--- src/rtl/br_flow_serializer_pkg.sv ---
// Shared helpers for the flow serializer slice.
package br_flow_serializer_pkg;

    // Index width for a counter over `count` positions; never narrower than one bit.
    function automatic int ser_flit_id_width(input int count);
        int width;
        width = 0;
        for (int i = 0; i < 32; i++) begin
            if ((1 << width) < count) begin
                width = width + 1;
            end
        end
        if (width < 1) begin
            width = 1;
        end
        return width;
    endfunction

endpackage

--- src/rtl/br_counter_incr.sv ---
// Wrapping up-counter over 0..MaxValue with a reinit that returns it to zero on an increment.
module br_counter_incr #(
    parameter int MaxValue = 1,
    parameter int Width = 1
) (
    input  logic             clk,
    input  logic             rst,
    input  logic             incr_valid,
    input  logic             reinit,
    output logic [Width-1:0] value
);

    localparam logic [Width-1:0] MaxValueW = Width'(MaxValue);

    // Step on each increment; reinit or reaching MaxValue folds back to zero.
    always_ff @(posedge clk) begin
        if (rst) begin
            value <= '0;
        end else if (incr_valid) begin
            if (reinit || (value == MaxValueW)) begin
                value <= '0;
            end else begin
                value <= value + 1'b1;
            end
        end
    end

endmodule

--- src/rtl/br_flow_serializer.sv ---
// Wide-to-narrow flow serializer: one wide push flit becomes SerializationRatio narrow
// pop flits, with trailing flits of a packet's final beat dropped. Zero latency; the only
// state is the narrow flit index.
module br_flow_serializer
    import br_flow_serializer_pkg::*;
#(
    parameter int PushWidth = 2,
    parameter int PopWidth = 1,
    parameter int MetadataWidth = 1,
    parameter bit SerializeMostSignificantFirst = 1,
    parameter bit EnableAssertFinalNotValid = 1,
    localparam int SerializationRatio = PushWidth / PopWidth,
    localparam int SerFlitIdWidth = ser_flit_id_width(SerializationRatio)
) (
    input  logic                      clk,
    input  logic                      rst,
    output logic                      push_ready,
    input  logic                      push_valid,
    input  logic [PushWidth-1:0]      push_data,
    input  logic                      push_last,
    input  logic [SerFlitIdWidth-1:0] push_last_dont_care_count,
    input  logic [MetadataWidth-1:0]  push_metadata,
    input  logic                      pop_ready,
    output logic                      pop_valid,
    output logic [PopWidth-1:0]       pop_data,
    output logic                      pop_last,
    output logic [MetadataWidth-1:0]  pop_metadata
);

    logic final_flit;

    if (SerializationRatio == 1) begin : gen_passthru
        // One narrow flit per wide flit: nothing to count, every flit is final.
        logic unused_dont_care;
        assign unused_dont_care = ^push_last_dont_care_count;
        assign final_flit = 1'b1;
        assign pop_data = push_data;
    end else begin : gen_serialize
        localparam logic [SerFlitIdWidth-1:0] MaxIdx = SerFlitIdWidth'(SerializationRatio - 1);

        logic [SerFlitIdWidth-1:0] idx;
        logic [SerFlitIdWidth-1:0] care_max;
        logic [SerFlitIdWidth-1:0] slice_sel;
        logic [PopWidth-1:0]       slices [SerializationRatio];
        logic                      pop_fire;

        for (genvar k = 0; k < SerializationRatio; k++) begin : gen_slice
            assign slices[k] = push_data[PopWidth*k +: PopWidth];
        end

        // Last narrow flit kept for the current wide flit; a packet's final beat may stop early.
        always_comb begin
            care_max = MaxIdx;
            if (push_last) begin
                care_max = MaxIdx - push_last_dont_care_count;
            end
        end

        // Map the running index onto a slice according to the emission order.
        always_comb begin
            slice_sel = idx;
            if (SerializeMostSignificantFirst) begin
                slice_sel = MaxIdx - idx;
            end
        end

        assign final_flit = (idx == care_max);
        assign pop_data   = slices[slice_sel];
        assign pop_fire   = pop_valid & pop_ready;

        br_counter_incr #(
            .MaxValue(SerializationRatio - 1),
            .Width   (SerFlitIdWidth)
        ) u_idx_counter (
            .clk       (clk),
            .rst       (rst),
            .incr_valid(pop_fire),
            .reinit    (final_flit),
            .value     (idx)
        );
    end

    // The wide flit retires together with its last kept narrow flit.
    assign push_ready   = pop_ready & final_flit & ~rst;
    assign pop_valid    = push_valid & ~rst;
    assign pop_last     = push_valid & push_last & final_flit;
    assign pop_metadata = push_metadata;

`ifndef SYNTHESIS
    // Upstream must hold a wide flit steady until it is consumed.
    assert property (@(posedge clk) disable iff (rst)
        (push_valid && !push_ready) |=> (push_valid && $stable(push_data) && $stable(push_last)
            && $stable(push_last_dont_care_count) && $stable(push_metadata)))
        else $error("push flit changed while stalled");

    // Drop count must leave at least one narrow flit.
    assert property (@(posedge clk) disable iff (rst)
        push_valid |-> (int'(push_last_dont_care_count) < SerializationRatio))
        else $error("push_last_dont_care_count out of range");

    // Drop count is meaningful only on a packet's final beat.
    assert property (@(posedge clk) disable iff (rst)
        (push_valid && !push_last) |-> (push_last_dont_care_count == '0))
        else $error("push_last_dont_care_count nonzero without push_last");

    // Downstream sees a stalled narrow flit unchanged.
    assert property (@(posedge clk) disable iff (rst)
        (pop_valid && !pop_ready) |=> (pop_valid && $stable(pop_data) && $stable(pop_last)
            && $stable(pop_metadata)))
        else $error("pop flit changed while stalled");

    // Nothing may be left in flight at the end of a test.
    final begin
        if (EnableAssertFinalNotValid) begin
            assert (!push_valid && !pop_valid)
                else $error("valid still asserted at end of test");
        end
    end
`endif

endmodule

--- config.mk ---
export PLATFORM = sky130hd
export DESIGN_NAME = br_flow_serializer
export DESIGN_NICKNAME = d
export VERILOG_FILES = /design/src/rtl/br_flow_serializer_pkg.sv /design/src/rtl/br_counter_incr.sv /design/src/rtl/br_flow_serializer.sv
export SDC_FILE = /design/constraint.sdc
export NUM_CORES = 1
export LEC_CHECK = 0
export ABC_AREA = 1
export ABC_CLOCK_PERIOD_IN_PS = 1000
export BUFFER_PORTS_ARGS = -buffer_cell sky130_fd_sc_hd__buf_2
export CELL_PAD_IN_SITES_DETAIL_PLACEMENT = 1
export CELL_PAD_IN_SITES_GLOBAL_PLACEMENT = 1
export CORE_AREA = 3 3 40 42
export DETAILED_ROUTE_END_ITERATION = 16
export DIE_AREA = 0 0 43 45
export PLACE_DENSITY_LB_ADDON = 0.25
export SLEW_MARGIN = 0
export SYNTH_ARGS = -nofsm -noshare
export SYNTH_HDL_FRONTEND = slang
export SYNTH_SLANG_ARGS = --single-unit
--- constraint.sdc ---
create_clock -name clk -period 1 [get_ports clk]
set_clock_uncertainty 0.05 [all_clocks]
set_input_delay 0.05 -clock clk [delete_from_list [all_inputs] [get_ports clk]]
set_output_delay 0.05 -clock clk [all_outputs]
set_load 0.005 [all_outputs]
[Yosys cells after proc, flatten, opt, wreduce, memory -nomap -nowiden]
Cells that the tools add are included.
Operators by class
  add/subtract/negate cells: 3
  $mul: 0
  divide/modulo/power cells: 0
  order comparisons: 1
  equality and inequality tests: 1
  shift operators: 0
  multiplexer cells: 5
  bitwise gates (word level): 8
  reductions and logical operators: 1
Operators with widths (count)
  bitwise AND 1 bit: 6
  two-way mux 1 bit: 5
  greater-or-equal comparator 2 bit (second input constant): 1
  inverter 1 -> 2 bit: 1
  subtractor 1 bit (first input constant): 2
  adder 1 bit (second input constant): 1
  == test 1 bit: 1
  logical OR 1 bit: 1
  inverter 1 bit: 1
Word-level totals
  bits in registers: 1
  bits in latches: 0
  memory bits (writable): 0
  memory bits (read-only): 0
  word-level logic and storage cells: 20
  memories kept: 0

[Depth between registers and ports, before layout]
  depth in word-level cells: 5
  gate-level depth with buffers: 6
  depth with buffers taken out: 6

[By module]
From an unflattened synthesis, not the netlist that was laid out.
Unflattened totals
  cell total of the unflattened synthesis: 25
  area total of the unflattened synthesis: 127.6 um^2
Modules (own cells, without submodules)
  br_flow_serializer: instances 1, cells an instance 17, area each 76.3 um^2
  br_counter_incr: instances 1, cells an instance 8, area each 51.3 um^2

[Least setup slack after synthesis]
Ideal clock, no wire load.
  path type: register to output
  start: reg gen_serialize.u_idx_counter.value
  end: out pop_last
  data arrival time: 799 ps
  required time: 900 ps
  setup slack: 101 ps
  cell stages (with the launch flop): 5
  buffers on the path: 0
  cells stage by stage: dfxtp_1 > inv_1 > ha_1 > nand2_1 > nor2_1
On the way
  cells in the longest elaborated chain, start to end: 2
RTL lines
  from (decl): line br_counter_incr.sv:10  | output logic [Width-1:0] value
  from (signal assigned): line br_counter_incr.sv:23  | value <= value + 1'b1;
  == test 1 bit: line br_flow_serializer.sv:67  | assign final_flit = (idx == care_max);
  bitwise AND 1 bit: line br_flow_serializer.sv:86  | assign pop_last = push_valid & push_last & final_flit;
  to (decl): line br_flow_serializer.sv:26  | output logic pop_last,
No other way between the ends.

[Worst setup path after layout]
Ends and elaborated chain as after synthesis.

==> results.sh <==
export IMPL_drtIter0Drc=1
export IMPL_holdBufCountCts=0
export IMPL_fin_cells=48
export IMPL_syn_nets=32
export IMPL_path_max_fanout=2
export IMPL_setup_violations_final=0
export IMPL_tightest_slew_ns=0.120
export IMPL_synth_top_area_share_pct=28.1
export IMPL_hold_start="push_metadata"
export IMPL_cts_setup_buffers=0
export IMPL_cts_clk_slew_worst_paths_ns=0
export IMPL_via_per_inst=3.60
export IMPL_fp_coreArea_um2=1280
export IMPL_cp_num_buf_inv=2
export IMPL_io_buffers=11
export IMPL_vias=173
export IMPL_largest_register="gen_serialize.u_idx_counter.value"
export IMPL_dp_cells=48
export IMPL_synth_ff_type="dfxtp_1"
export IMPL_critPathRequiredTime_ns=0.90
export IMPL_r2r_cells=6
export IMPL_r2r_end="gen_serialize.u_idx_counter.value$_SDFFE_PP0P_"
export IMPL_p_leak_nw=0.127
export IMPL_power_density_nw_per_um2=599
export IMPL_synth_area_per_cell_um2=5.46
export IMPL_syn_instance_count=22
export IMPL_period_minus_slack_ns=0.979
export IMPL_crit_path_max_incr_delay_ns=0.31
export IMPL_setup_ws_ns=0.0215
export IMPL_rows=13
export IMPL_worstSetupEndpointType="primary output"
export IMPL_ios=14
export IMPL_status="complete, no violations"
export IMPL_async_flop_share_pct=0
export IMPL_grt_max_degree=4
export IMPL_critPathArrivalTime_ns=0.88
export IMPL_startpoint_type="register"
export IMPL_gp_congestion=0.671
export IMPL_ys_types=9
export IMPL_r2r_slack_ns=0.13
export IMPL_place_ws_ns=-0.0147
export IMPL_ys_seq_elements=1
export IMPL_worstHoldPathType="input pin to primary output"
export IMPL_path_cells="inv_2, ha_4, nand2_1, nor2_1, buf_2"
export IMPL_synth_most_common_cell="nand2_1"
export IMPL_die_area_um2=1940
export IMPL_synth_edf_count=0
export IMPL_yosys_top_cells_area="nand2_1 28%, dfxtp_1 17%, inv_1 13%"
export IMPL_rsz0062_at_grt="yes"
export IMPL_ys_top_cells_by_count="9 x nand2_1, 4 x inv_1, 3 x nor2_1"
export IMPL_dr_pass1_iters=4
export IMPL_grt_usage_pct=4.65
export IMPL_critPathTopFamily="flip-flops"
export IMPL_whs_path_depth=0
export IMPL_wl_per_cell_um=9.06
export IMPL_nFillCells=177
export IMPL_insertion_delay_ns=0
export IMPL_initial_core_util_pct=9.35
export IMPL_relSlewSlack_pct=92.0
export IMPL_drive_gt1_share_pct=51.5
export IMPL_dp_hpwl_um=385
export IMPL_grt_pass1_wl_um=731
export IMPL_period_share_pct=97.9
export IMPL_overflow=0
export IMPL_top_regs="gen_serialize.u_idx_counter.value x1"
export IMPL_ir_worst_vdd_mv=0.175
export IMPL_antenna_found_initial=0
export IMPL_synth_seq_area_share_pct=16.7
export IMPL_ant_nets=0
export IMPL_hold_viol=0
export IMPL_fp_dieH_um=45
export IMPL_ys_warn_count=0
export IMPL_report_final_slew_viol_count=0
export IMPL_largest_reg_flops=1
export IMPL_postLayoutCoreUtil_pct=16.2
export IMPL_synth_cell_area_um2=120
export IMPL_worstSetupPathType="register to primary output"
export IMPL_grt_pass1_vias=176
export IMPL_finalWirelength_um=435
export IMPL_fin_hold_ws_ns=0.0501
export IMPL_drcViolationCount=0
export IMPL_area_growth_pct=72.9
export IMPL_holdPathEnd="pop_metadata"
export IMPL_clock_fmax_mhz=1020
export IMPL_yosysTopAreaCell="nand2_1"
export IMPL_worstSetupPathDepth=5
export IMPL_cap_viol_max_count=0
export IMPL_final_net_count=45
export IMPL_slowest_stage="dfxtp_2"
export IMPL_r2r_start="gen_serialize.u_idx_counter.value$_SDFFE_PP0P_"
export IMPL_die_w_um=43
export IMPL_diodes=0
-- per-stage QoR --
stage	power [mW]	TNS [ns]	cell area (µm²)
2_1_floorplan	0.0790	0	120
3_3_place_gp	0.112	-0.00171	194
3_5_place_dp	0.115	-0.0264	194
4_1_cts	0.123	0	206
5_1_grt	0.136	-0.0290	208
6_report	0.124	0	208
-- routing by layer --
layer  up-vias  routed length (µm)  global-route usage, %  part of all wire (%)
li1         87                   -                      -                     -
met1        73                 179                   6.21                    41
met2        13                 175                   8.08                    40
met3         0                  80                   1.20                    18
met4         0                   0                      0                     0
met5         -                   0                      0                     0
-- logic make-up after synthesis --
| group | after synthesis | synth area share (%) |
|---|---|---|
| fa+ha+maj | 1 | 10.4 |
| flops | 1 | 16.7 |
| simple gates | 14 | 51.0 |
| buf+inv | 6 | 21.9 |
-- layout by cell type (no fill, tap or decap) --
master | netlist | final
buf_2 | 0 | 11
buf_4 | 1 | 1
dfxtp_2 | 0 | 1
ha_4 | 0 | 1
inv_1 | 4 | 3
inv_2 | 1 | 2
nand2_1 | 9 | 9
nand3_2 | 1 | 1
nand4_1 | 1 | 1
nor2_1 | 3 | 3
-- worst max path at each step --
stage                                                    from          to  slack (ns)
6_report       gen_serialize.u_idx_counter.value$_SDFFE_PP0P_    pop_last        0.02
5_1_grt        gen_serialize.u_idx_counter.value$_SDFFE_PP0P_    pop_last       -0.01
4_1_cts        gen_serialize.u_idx_counter.value$_SDFFE_PP0P_  push_ready        0.02
3_5_place_dp   gen_serialize.u_idx_counter.value$_SDFFE_PP0P_  push_ready       -0.01
3_3_place_gp   gen_serialize.u_idx_counter.value$_SDFFE_PP0P_    pop_last      -0.002
2_1_floorplan  gen_serialize.u_idx_counter.value$_SDFFE_PP0P_    pop_last        0.10
-- power breakdown --
part / leakage [nW] / internal (mW) / switching (mW)
Combinational: 0.118 / 0.0389 / 0.0386
Clock: 0 / 0 / 0
Sequential: 0.00861 / 0.0448 / 0.00196
Total: 0.127 / 0.0838 / 0.0406
-- timing repair --
| item | CTS | global route |
|---|---|---|
| pin swaps | 1 | 0 |
| endpoints found under the setup margin | 2 | 2 |
| resized for setup | 2 | 1 |
| gates cloned | 0 | 0 |
-- layout make-up --
cell class / instances / area, µm² / area share, %
multi-input combinational: 15 / 86.3 / 41.6
timing repair buffer: 12 / 62.6 / 30.1
sequential: 1 / 21.3 / 10.2
inverter: 5 / 18.8 / 9.04
tap: 15 / 18.8 / 9.04
Note: power is estimated with default switching activity, not from simulation.
